File: config.mk
export PLATFORM = sky130hd
export DESIGN_NAME = fifo_burst_reader
export DESIGN_NICKNAME = d
export VERILOG_FILES = /design/src/rtl/fifo_burst_reader_pkg.sv /design/src/rtl/fifo_burst_reader_pattern_chk.sv /design/src/rtl/fifo_burst_reader.sv
export SDC_FILE = /design/constraint.sdc
export NUM_CORES = 1
export LEC_CHECK = 0
export ABC_AREA = 0
export CORE_MARGIN = 3
export CORE_UTILIZATION = 45
export DETAILED_ROUTE_END_ITERATION = 6
export PLACE_DENSITY_LB_ADDON = 0.15
export SYNTH_ARGS = -nofsm -noshare
export SYNTH_HDL_FRONTEND = slang
export SYNTH_SLANG_ARGS = --single-unit
File: constraint.sdc
create_clock -name sys_clk -period 1.61 [get_ports sys_clk]
set_input_delay 0.4025 -clock sys_clk [delete_from_list [all_inputs] [get_ports sys_clk]]
set_output_delay 0.4025 -clock sys_clk [all_outputs]
set_load 0.01 [all_outputs]
File: src/rtl/fifo_burst_reader_pkg.sv
`default_nettype none
// ============================================================================
//  Module      : fifo_burst_reader_pkg
//  Description : Shared definitions for the FIFO test read-side burst
//                controller and its writer-side companion: FSM state
//                encodings, default sizing constants and a saturating
//                16-bit counter helper.
//  Revision    : 1.0 - initial release
// ============================================================================
package fifo_burst_reader_pkg;

    // FSM state encodings, common to reader and writer controllers
    localparam logic [1:0] c_ST_IDLE  = 2'd0;
    localparam logic [1:0] c_ST_READ  = 2'd1;
    localparam logic [1:0] c_ST_DRAIN = 2'd2;

    // Default sizing
    localparam int c_BURST_LEN_DEF = 128;
    localparam int c_LVL_W_DEF     = 9;

    // 16-bit increment that sticks at all-ones
    function automatic logic [15:0] sat_inc16(input logic [15:0] v);
        return (v == 16'hFFFF) ? v : v + 16'd1;
    endfunction

endpackage
`default_nettype wire

File: src/rtl/fifo_burst_reader_pattern_chk.sv
`default_nettype none
// ============================================================================
//  Module      : burst_pattern_chk
//  Description : Checks each burst word against the incrementing pattern
//                1..BURST_LEN. It observes words on the edge they are
//                loaded into the output register, so mismatch/burst_done
//                line up with the top-level out_valid cycle.
//  Ports       : clk, rst_n        - clock, synchronous active-low reset
//                i_valid           - a word is being loaded this edge
//                i_data            - the word being loaded
//                i_last            - this is the last word of the burst
//                o_mismatch        - word differs from expected (pulse)
//                o_burst_done      - last word of a burst (pulse)
//                o_burst_cnt       - completed bursts, wrapping
//                o_err_cnt         - mismatched words, saturating
//  Revision    : 1.0 - initial release
// ============================================================================
module burst_pattern_chk
    import fifo_burst_reader_pkg::*;
#(
    parameter int DATA_W = 8
) (
    input  logic              clk,
    input  logic              rst_n,
    input  logic              i_valid,
    input  logic [DATA_W-1:0] i_data,
    input  logic              i_last,
    output logic              o_mismatch,
    output logic              o_burst_done,
    output logic [15:0]       o_burst_cnt,
    output logic [15:0]       o_err_cnt
);

    logic [DATA_W-1:0] r_expected_q;
    logic [DATA_W-1:0] w_expected_d;
    logic              r_mismatch_q;
    logic              w_mismatch_d;
    logic              r_burst_done_q;
    logic              w_burst_done_d;
    logic [15:0]       r_burst_cnt_q;
    logic [15:0]       w_burst_cnt_d;
    logic [15:0]       r_err_cnt_q;
    logic [15:0]       w_err_cnt_d;

    always_comb begin
        w_expected_d   = r_expected_q;
        w_mismatch_d   = 1'b0;
        w_burst_done_d = 1'b0;
        w_burst_cnt_d  = r_burst_cnt_q;
        w_err_cnt_d    = r_err_cnt_q;
        if (i_valid) begin
            w_mismatch_d = (i_data != r_expected_q);
            if (w_mismatch_d) begin
                w_err_cnt_d = sat_inc16(r_err_cnt_q);
            end
            if (i_last) begin
                // Every burst restarts the pattern at 1
                w_expected_d   = DATA_W'(1);
                w_burst_done_d = 1'b1;
                w_burst_cnt_d  = r_burst_cnt_q + 16'd1;
            end else begin
                w_expected_d = r_expected_q + DATA_W'(1);
            end
        end
    end

    always_ff @(posedge clk) begin
        if (!rst_n) begin
            r_expected_q   <= DATA_W'(1);
            r_mismatch_q   <= 1'b0;
            r_burst_done_q <= 1'b0;
            r_burst_cnt_q  <= 16'd0;
            r_err_cnt_q    <= 16'd0;
        end else begin
            r_expected_q   <= w_expected_d;
            r_mismatch_q   <= w_mismatch_d;
            r_burst_done_q <= w_burst_done_d;
            r_burst_cnt_q  <= w_burst_cnt_d;
            r_err_cnt_q    <= w_err_cnt_d;
        end
    end

    assign o_mismatch   = r_mismatch_q;
    assign o_burst_done = r_burst_done_q;
    assign o_burst_cnt  = r_burst_cnt_q;
    assign o_err_cnt    = r_err_cnt_q;

endmodule
`default_nettype wire

File: src/rtl/fifo_burst_reader.sv
`default_nettype none
// ============================================================================
//  Module      : fifo_burst_reader
//  Description : Read-side burst controller for the FIFO test design. Waits
//                until at least BURST_LEN words are stored, issues exactly
//                BURST_LEN consecutive read enables, re-times returned data
//                into a valid-qualified stream and checks it against the
//                incrementing test pattern.
//  Ports       : sys_clk, rst_n    - clock, synchronous active-low reset
//                enable            - permits new bursts to start
//                rd_water_level    - FIFO read-side fill level
//                fifo_rd_data      - FIFO read data
//                fifo_rd_en        - FIFO read enable
//                out_valid/out_data- registered burst word stream
//                mismatch          - current out_data differs from pattern
//                burst_done        - pulse on the last word of a burst
//                burst_cnt         - completed bursts (wraps)
//                err_cnt           - mismatched words (saturates)
//  Revision    : 1.0 - initial release
// ============================================================================
module fifo_burst_reader
    import fifo_burst_reader_pkg::*;
#(
    parameter int DATA_W    = 8,
    parameter int LVL_W     = c_LVL_W_DEF,
    parameter int BURST_LEN = c_BURST_LEN_DEF,
    parameter int RD_LAT    = 1
) (
    input  logic              sys_clk,
    input  logic              rst_n,
    input  logic              enable,
    input  logic [LVL_W-1:0]  rd_water_level,
    input  logic [DATA_W-1:0] fifo_rd_data,
    output logic              fifo_rd_en,
    output logic              out_valid,
    output logic [DATA_W-1:0] out_data,
    output logic              mismatch,
    output logic              burst_done,
    output logic [15:0]       burst_cnt,
    output logic [15:0]       err_cnt
);

    localparam logic [LVL_W-1:0] c_LVL_NEED   = LVL_W'(BURST_LEN);
    localparam logic [LVL_W-1:0] c_RD_LAST    = LVL_W'(BURST_LEN - 1);
    // DRAIN lasts RD_LAT+1 cycles: drain count runs 0..RD_LAT
    localparam logic [1:0]       c_DRAIN_LAST = 2'(RD_LAT);

    logic [1:0]        r_state_q;
    logic [1:0]        w_state_d;
    logic [LVL_W-1:0]  r_rd_cnt_q;
    logic [LVL_W-1:0]  w_rd_cnt_d;
    logic [1:0]        r_drain_cnt_q;
    logic [1:0]        w_drain_cnt_d;
    logic              r_rd_en_q;
    logic              w_rd_en_d;
    logic [RD_LAT-1:0] r_en_dly_q;
    logic [RD_LAT-1:0] w_en_dly_d;
    logic [RD_LAT-1:0] r_last_dly_q;
    logic [RD_LAT-1:0] w_last_dly_d;
    logic              r_out_valid_q;
    logic              w_out_valid_d;
    logic [DATA_W-1:0] r_out_data_q;
    logic [DATA_W-1:0] w_out_data_d;

    logic              w_rd_last;
    logic              w_load;
    logic              w_load_last;

    // ------------------------------------------------------------------
    // Burst FSM
    // ------------------------------------------------------------------
    always_comb begin
        w_state_d     = r_state_q;
        w_rd_cnt_d    = r_rd_cnt_q;
        w_drain_cnt_d = r_drain_cnt_q;
        w_rd_en_d     = 1'b0;
        case (r_state_q)
            c_ST_IDLE: begin
                if (enable && (rd_water_level >= c_LVL_NEED)) begin
                    w_state_d  = c_ST_READ;
                    w_rd_en_d  = 1'b1;
                    w_rd_cnt_d = '0;
                end
            end
            c_ST_READ: begin
                // enable is ignored here: a started burst always completes
                if (r_rd_cnt_q == c_RD_LAST) begin
                    w_state_d     = c_ST_DRAIN;
                    w_drain_cnt_d = 2'd0;
                end else begin
                    w_rd_en_d  = 1'b1;
                    w_rd_cnt_d = r_rd_cnt_q + LVL_W'(1);
                end
            end
            c_ST_DRAIN: begin
                // Gives the FIFO time to update its level before re-arming
                if (r_drain_cnt_q == c_DRAIN_LAST) begin
                    w_state_d = c_ST_IDLE;
                end else begin
                    w_drain_cnt_d = r_drain_cnt_q + 2'd1;
                end
            end
            default: begin
                w_state_d = c_ST_IDLE;
            end
        endcase
    end

    // ------------------------------------------------------------------
    // Read-enable delay line, with a parallel last-word marker so the
    // checker knows which returned word closes the burst.
    // ------------------------------------------------------------------
    assign w_rd_last = r_rd_en_q && (r_rd_cnt_q == c_RD_LAST);

    always_comb begin
        w_en_dly_d      = '0;
        w_last_dly_d    = '0;
        w_en_dly_d[0]   = r_rd_en_q;
        w_last_dly_d[0] = w_rd_last;
        for (int i = 1; i < RD_LAT; i++) begin
            w_en_dly_d[i]   = r_en_dly_q[i-1];
            w_last_dly_d[i] = r_last_dly_q[i-1];
        end
    end

    assign w_load      = r_en_dly_q[RD_LAT-1];
    assign w_load_last = r_last_dly_q[RD_LAT-1];

    always_comb begin
        w_out_valid_d = w_load;
        w_out_data_d  = w_load ? fifo_rd_data : r_out_data_q;
    end

    always_ff @(posedge sys_clk) begin
        if (!rst_n) begin
            r_state_q     <= c_ST_IDLE;
            r_rd_cnt_q    <= '0;
            r_drain_cnt_q <= 2'd0;
            r_rd_en_q     <= 1'b0;
            r_en_dly_q    <= '0;
            r_last_dly_q  <= '0;
            r_out_valid_q <= 1'b0;
            r_out_data_q  <= '0;
        end else begin
            r_state_q     <= w_state_d;
            r_rd_cnt_q    <= w_rd_cnt_d;
            r_drain_cnt_q <= w_drain_cnt_d;
            r_rd_en_q     <= w_rd_en_d;
            r_en_dly_q    <= w_en_dly_d;
            r_last_dly_q  <= w_last_dly_d;
            r_out_valid_q <= w_out_valid_d;
            r_out_data_q  <= w_out_data_d;
        end
    end

    // Checker sees the word as it is loaded, so its registered flags
    // coincide with out_valid.
    burst_pattern_chk #(
        .DATA_W (DATA_W)
    ) u_chk (
        .clk          (sys_clk),
        .rst_n        (rst_n),
        .i_valid      (w_load),
        .i_data       (fifo_rd_data),
        .i_last       (w_load_last),
        .o_mismatch   (mismatch),
        .o_burst_done (burst_done),
        .o_burst_cnt  (burst_cnt),
        .o_err_cnt    (err_cnt)
    );

    assign fifo_rd_en = r_rd_en_q;
    assign out_valid  = r_out_valid_q;
    assign out_data   = r_out_data_q;

endmodule
`default_nettype wire

==> results.yml <==
status:
  outcome: "finished with violations"
  violations: "negative setup slack"
layout:
  areaGrowthSynthToFinish_pct: 44.3
  design_area_final_um2: 4340
  stdcell_count: 530
  antennaDiodeCount: 0
  design.final.nets: 473
  layout-drive-gt1-share_pct: 27.4
  layout.cells.most_common: "sky130_fd_sc_hd__dlygate4sd2_1"
  most-common-layout-cells: "sky130_fd_sc_hd__dlygate4sd2_1, sky130_fd_sc_hd__dfxtp_1, sky130_fd_sc_hd__buf_4"
critical_path:
  required_ps: 1850
  timing.critical_path.max_delay_family: "simple AND/OR/NAND/NOR gates"
  endpoint_kind: "flop"
  critical_path_cell_count: 6
  crit_path_max_fanout: 6
  timing_worst_setup_path_type: "flop to flop"
  cp.buffers_inverters: 0
  timing.reg2reg.worst_path_depth: 6
  longest_individual_stage_delay_on_the_worst_path_ps: 480
  cp_slowest_cell: "sky130_fd_sc_hd__or4b_1"
  crit_path_cell_trace: "ha_4 > nand3_2 > nor3_4 > nand2_1 > or4b_1 > o211a_1"
  timing.critical_path.from_type: "flop"
  worst-endpoint-arrival_ps: 1870
sta:
  setup_slack_ps: -19.2
  fmax_mhz: 614
  timing_hold_violations_final: 0
  grt_setup_unrepaired: "yes"
  min_period_ps: 1630
  slew_headroom_pct: 76.7
  hold_ws_ps: 466
  worst-slew-pin-transition_ps: 347
  finalMaxSlewViolations: 0
  finalSetupViolCount: 1
  finalClockSkew_ps: 5.30
  layout_worst_path_cycle_share_pct: 101
worst_hold_path:
  whs_path_depth: 3
  min_path_type: "primary input to flop"
cts:
  cts_sinks: 67
  numCtsBuffers: 9
  cts_max_path_buffers: 2
  clk_pin_slew_ps: 70
  h-tree-depth: 3
  root_buffer: "sky130_fd_sc_hd__clkbuf_8"
  cts-hold-fix-buffers: 0
  clk_latency_ps: 340
  tritoncts: "done"
placed_design:
  io_buffer_count: 56
  place_worst_setup_slack_ps: -536
  gp_congestion: 0.795
  placement.cell_area_um2: 3990
  dp.final_hpwl_mm: 4.96
  dp_cells: 506
grt:
  grt_util_met3_pct: 5.46
  grt_max_degree: 29
  grtUsageMet2_pct: 31.2
  grt.total_usage_pct: 19.2
  grt-busiest-layer: "met2"
  grt_pass1_wl_mm: 11.8
  globalRouteOverflowTotal: 0
  grt_antenna_before_repair: 0
  first_global_vias: 2677
  gr-usage-met1_pct: 24.1
detailed_routing:
  violation_count_after_the_first_detailed_routing_iteration: 103
  routedWlPerCell_um: 13.6
  dr.pass1.iters: 4
  num_vias: 2811
  drt-vias-per-instance: 5.30
  routed_wl_mm: 7.19
  residual_drc: 0
  drtAntennaViolNets: 0
yosys:
  count_of_mapped_cells_out_of_synthesis: 342
  mappedNetlistArea_um2: 3010
  syn_area_per_cell_um2: 8.79
  synth.yosys.seq_area_share_pct: 44.6
  ys_ff_latch: 67
  syn_nets: 367
  number_of_unique_standard_cell_types_used_by_synthesis: 40
  number_of_warnings_reported_in_the_yosys_synthesis_log: 0
floorplan:
  design.die.area_um2: 7700
  die_height_um: 87.7
  fp-row-count: 29
  core_area_um2: 6420
  boundaryPins: 64
  start_util_pct: 46.8
  die_w_um: 87.7
power_and_ir_drop:
  powerDensity_nw_per_um2: 744
  ir_worst_vdd_mv: 0.570
  power.static_leakage_uw: 0.00184
flow_run:
  cap_violations: 0
[state kept, by name, summed over array words and instances, names as in the netlist]
name                cells
u_chk.o_burst_cnt      16
r_last_dly_q            1
u_chk.o_err_cnt        16
u_chk.o_mismatch        1
r_rd_cnt_q              9
r_drain_cnt_q           2
r_state_q               2
r_en_dly_q              1
fifo_rd_en              1
u_chk.o_burst_done      1
u_chk.r_expected_q      8
out_data                8
out_valid               1
[through the flow]
stage                     utilization (%)  total power (uW)  TNS [ps]
after floorplan                         -              1880         0
after global placement               62.2              2020    -12220
after detailed placement             62.2              2020    -12350
after CTS                            65.2              3240         0
after global routing                 67.5              3370      -182
final                                67.5              3230     -19.2
[final timing paths]
path                              startpoint                               end  slack, ps
min reg2reg       r_rd_cnt_q[6]$_SDFFE_PN0P_        r_rd_cnt_q[6]$_SDFFE_PN0P_        470
max reg2reg  u_chk.o_err_cnt[0]$_SDFFE_PN0P_  u_chk.o_err_cnt[14]$_SDFFE_PN0P_        -20
min                          fifo_rd_data[5]          out_data[5]$_SDFFE_PN0P_        470
max          u_chk.o_err_cnt[0]$_SDFFE_PN0P_  u_chk.o_err_cnt[14]$_SDFFE_PN0P_        -20
[worst register-to-register path, stage by stage (launching register included)]
cell                      delay (ps)
sky130_fd_sc_hd__dfxtp_4         380
sky130_fd_sc_hd__ha_4            150
sky130_fd_sc_hd__nand3_2         100
sky130_fd_sc_hd__nor3_4          170
sky130_fd_sc_hd__nand2_1         100
sky130_fd_sc_hd__or4b_1          480
sky130_fd_sc_hd__o211a_1         140
[power breakdown]
| part | leakage [uW] | internal [uW] | switching [uW] |
|---|---|---|---|
| Sequential | 0.000552 | 1680 | 20.8 |
| Clock | 0.0000887 | 552 | 677 |
| Combinational | 0.00120 | 152 | 141 |
| Total | 0.00184 | 2390 | 839 |
[cells in the mapped netlist]
cell type | n | share of area, %
sky130_fd_sc_hd__buf_6 | 4 | 1.5
sky130_fd_sc_hd__a21boi_0 | 1 | 0.25
sky130_fd_sc_hd__buf_2 | 2 | 0.33
sky130_fd_sc_hd__clkinv_1 | 1 | 0.12
sky130_fd_sc_hd__a31oi_1 | 3 | 0.62
sky130_fd_sc_hd__mux2i_1 | 13 | 4.3
sky130_fd_sc_hd__or3_4 | 1 | 0.37
sky130_fd_sc_hd__nand3_1 | 18 | 3.0
sky130_fd_sc_hd__nand4_1 | 13 | 2.7
sky130_fd_sc_hd__o211a_1 | 1 | 0.33
sky130_fd_sc_hd__o21ai_0 | 13 | 2.2
sky130_fd_sc_hd__inv_1 | 4 | 0.50
sky130_fd_sc_hd__clkbuf_1 | 7 | 0.87
sky130_fd_sc_hd__a21oi_1 | 19 | 3.2
sky130_fd_sc_hd__nor4_2 | 1 | 0.42
sky130_fd_sc_hd__and2_1 | 6 | 1.2
sky130_fd_sc_hd__nand2b_1 | 6 | 1.2
sky130_fd_sc_hd__xor2_1 | 11 | 3.2
sky130_fd_sc_hd__o31a_1 | 2 | 0.58
sky130_fd_sc_hd__xnor2_1 | 17 | 5.0
sky130_fd_sc_hd__nor3_1 | 6 | 1.0
sky130_fd_sc_hd__buf_1 | 1 | 0.12
sky130_fd_sc_hd__and4_1 | 3 | 0.87
sky130_fd_sc_hd__dfxtp_1 | 67 | 45
sky130_fd_sc_hd__nand3b_1 | 2 | 0.50
sky130_fd_sc_hd__or2b_1 | 1 | 0.25
sky130_fd_sc_hd__or4_1 | 7 | 1.7
sky130_fd_sc_hd__nor4_1 | 7 | 1.5
sky130_fd_sc_hd__or4b_1 | 1 | 0.33
sky130_fd_sc_hd__or3_1 | 6 | 1.2
sky130_fd_sc_hd__nor2_1 | 43 | 5.4
sky130_fd_sc_hd__or2_2 | 2 | 0.42
sky130_fd_sc_hd__or3b_2 | 1 | 0.29
sky130_fd_sc_hd__nand2_1 | 29 | 3.6
sky130_fd_sc_hd__o21ai_1 | 1 | 0.17
sky130_fd_sc_hd__o21a_1 | 4 | 1.0
sky130_fd_sc_hd__ha_1 | 5 | 2.1
sky130_fd_sc_hd__and3_1 | 4 | 0.83
sky130_fd_sc_hd__o31ai_1 | 7 | 1.7
sky130_fd_sc_hd__nor2b_1 | 2 | 0.42
[layer usage]
layer  vias up  wire (um)
li1       1425          -
met1      1327       3360
met2        51       3420
met3         8        314
met4         0         84
met5         -          0
[cell type report]
| type | count | area [um2] |
|---|---|---|
| multi-input cells | 257 | 1750 |
| repair buffers | 108 | 931 |
| clock buffers | 9 | 124 |
| flip-flops and latches | 67 | 1370 |
| inverters | 5 | 18.8 |
| fillers | 542 | 2080 |
| well taps | 77 | 96.3 |
| clock inverters | 7 | 45.0 |
[timing repair]
item / in CTS / in global routing
setup buffers: 1 / 4
setup endpoints to repair: 70 / 27
endpoints found under the hold margin: 0 / 0
resized for setup: 80 / 31
gates cloned: 1 / 2
pin swaps: 8 / 24
[kinds of logic (layout without fill, tap and decap cells)]
logic type / Yosys count / count (layout) / synth area share (%)
compound gates: 51 / 51 / 10.0
xor+xnor: 28 / 28 / 8.16
fa+ha+maj: 5 / 5 / 2.08
buf+inv: 19 / 129 / 3.45
flops: 67 / 67 / 44.6
mux: 13 / 13 / 4.33
simple gates: 159 / 160 / 27.3
(Power assumes the default switching activity.)
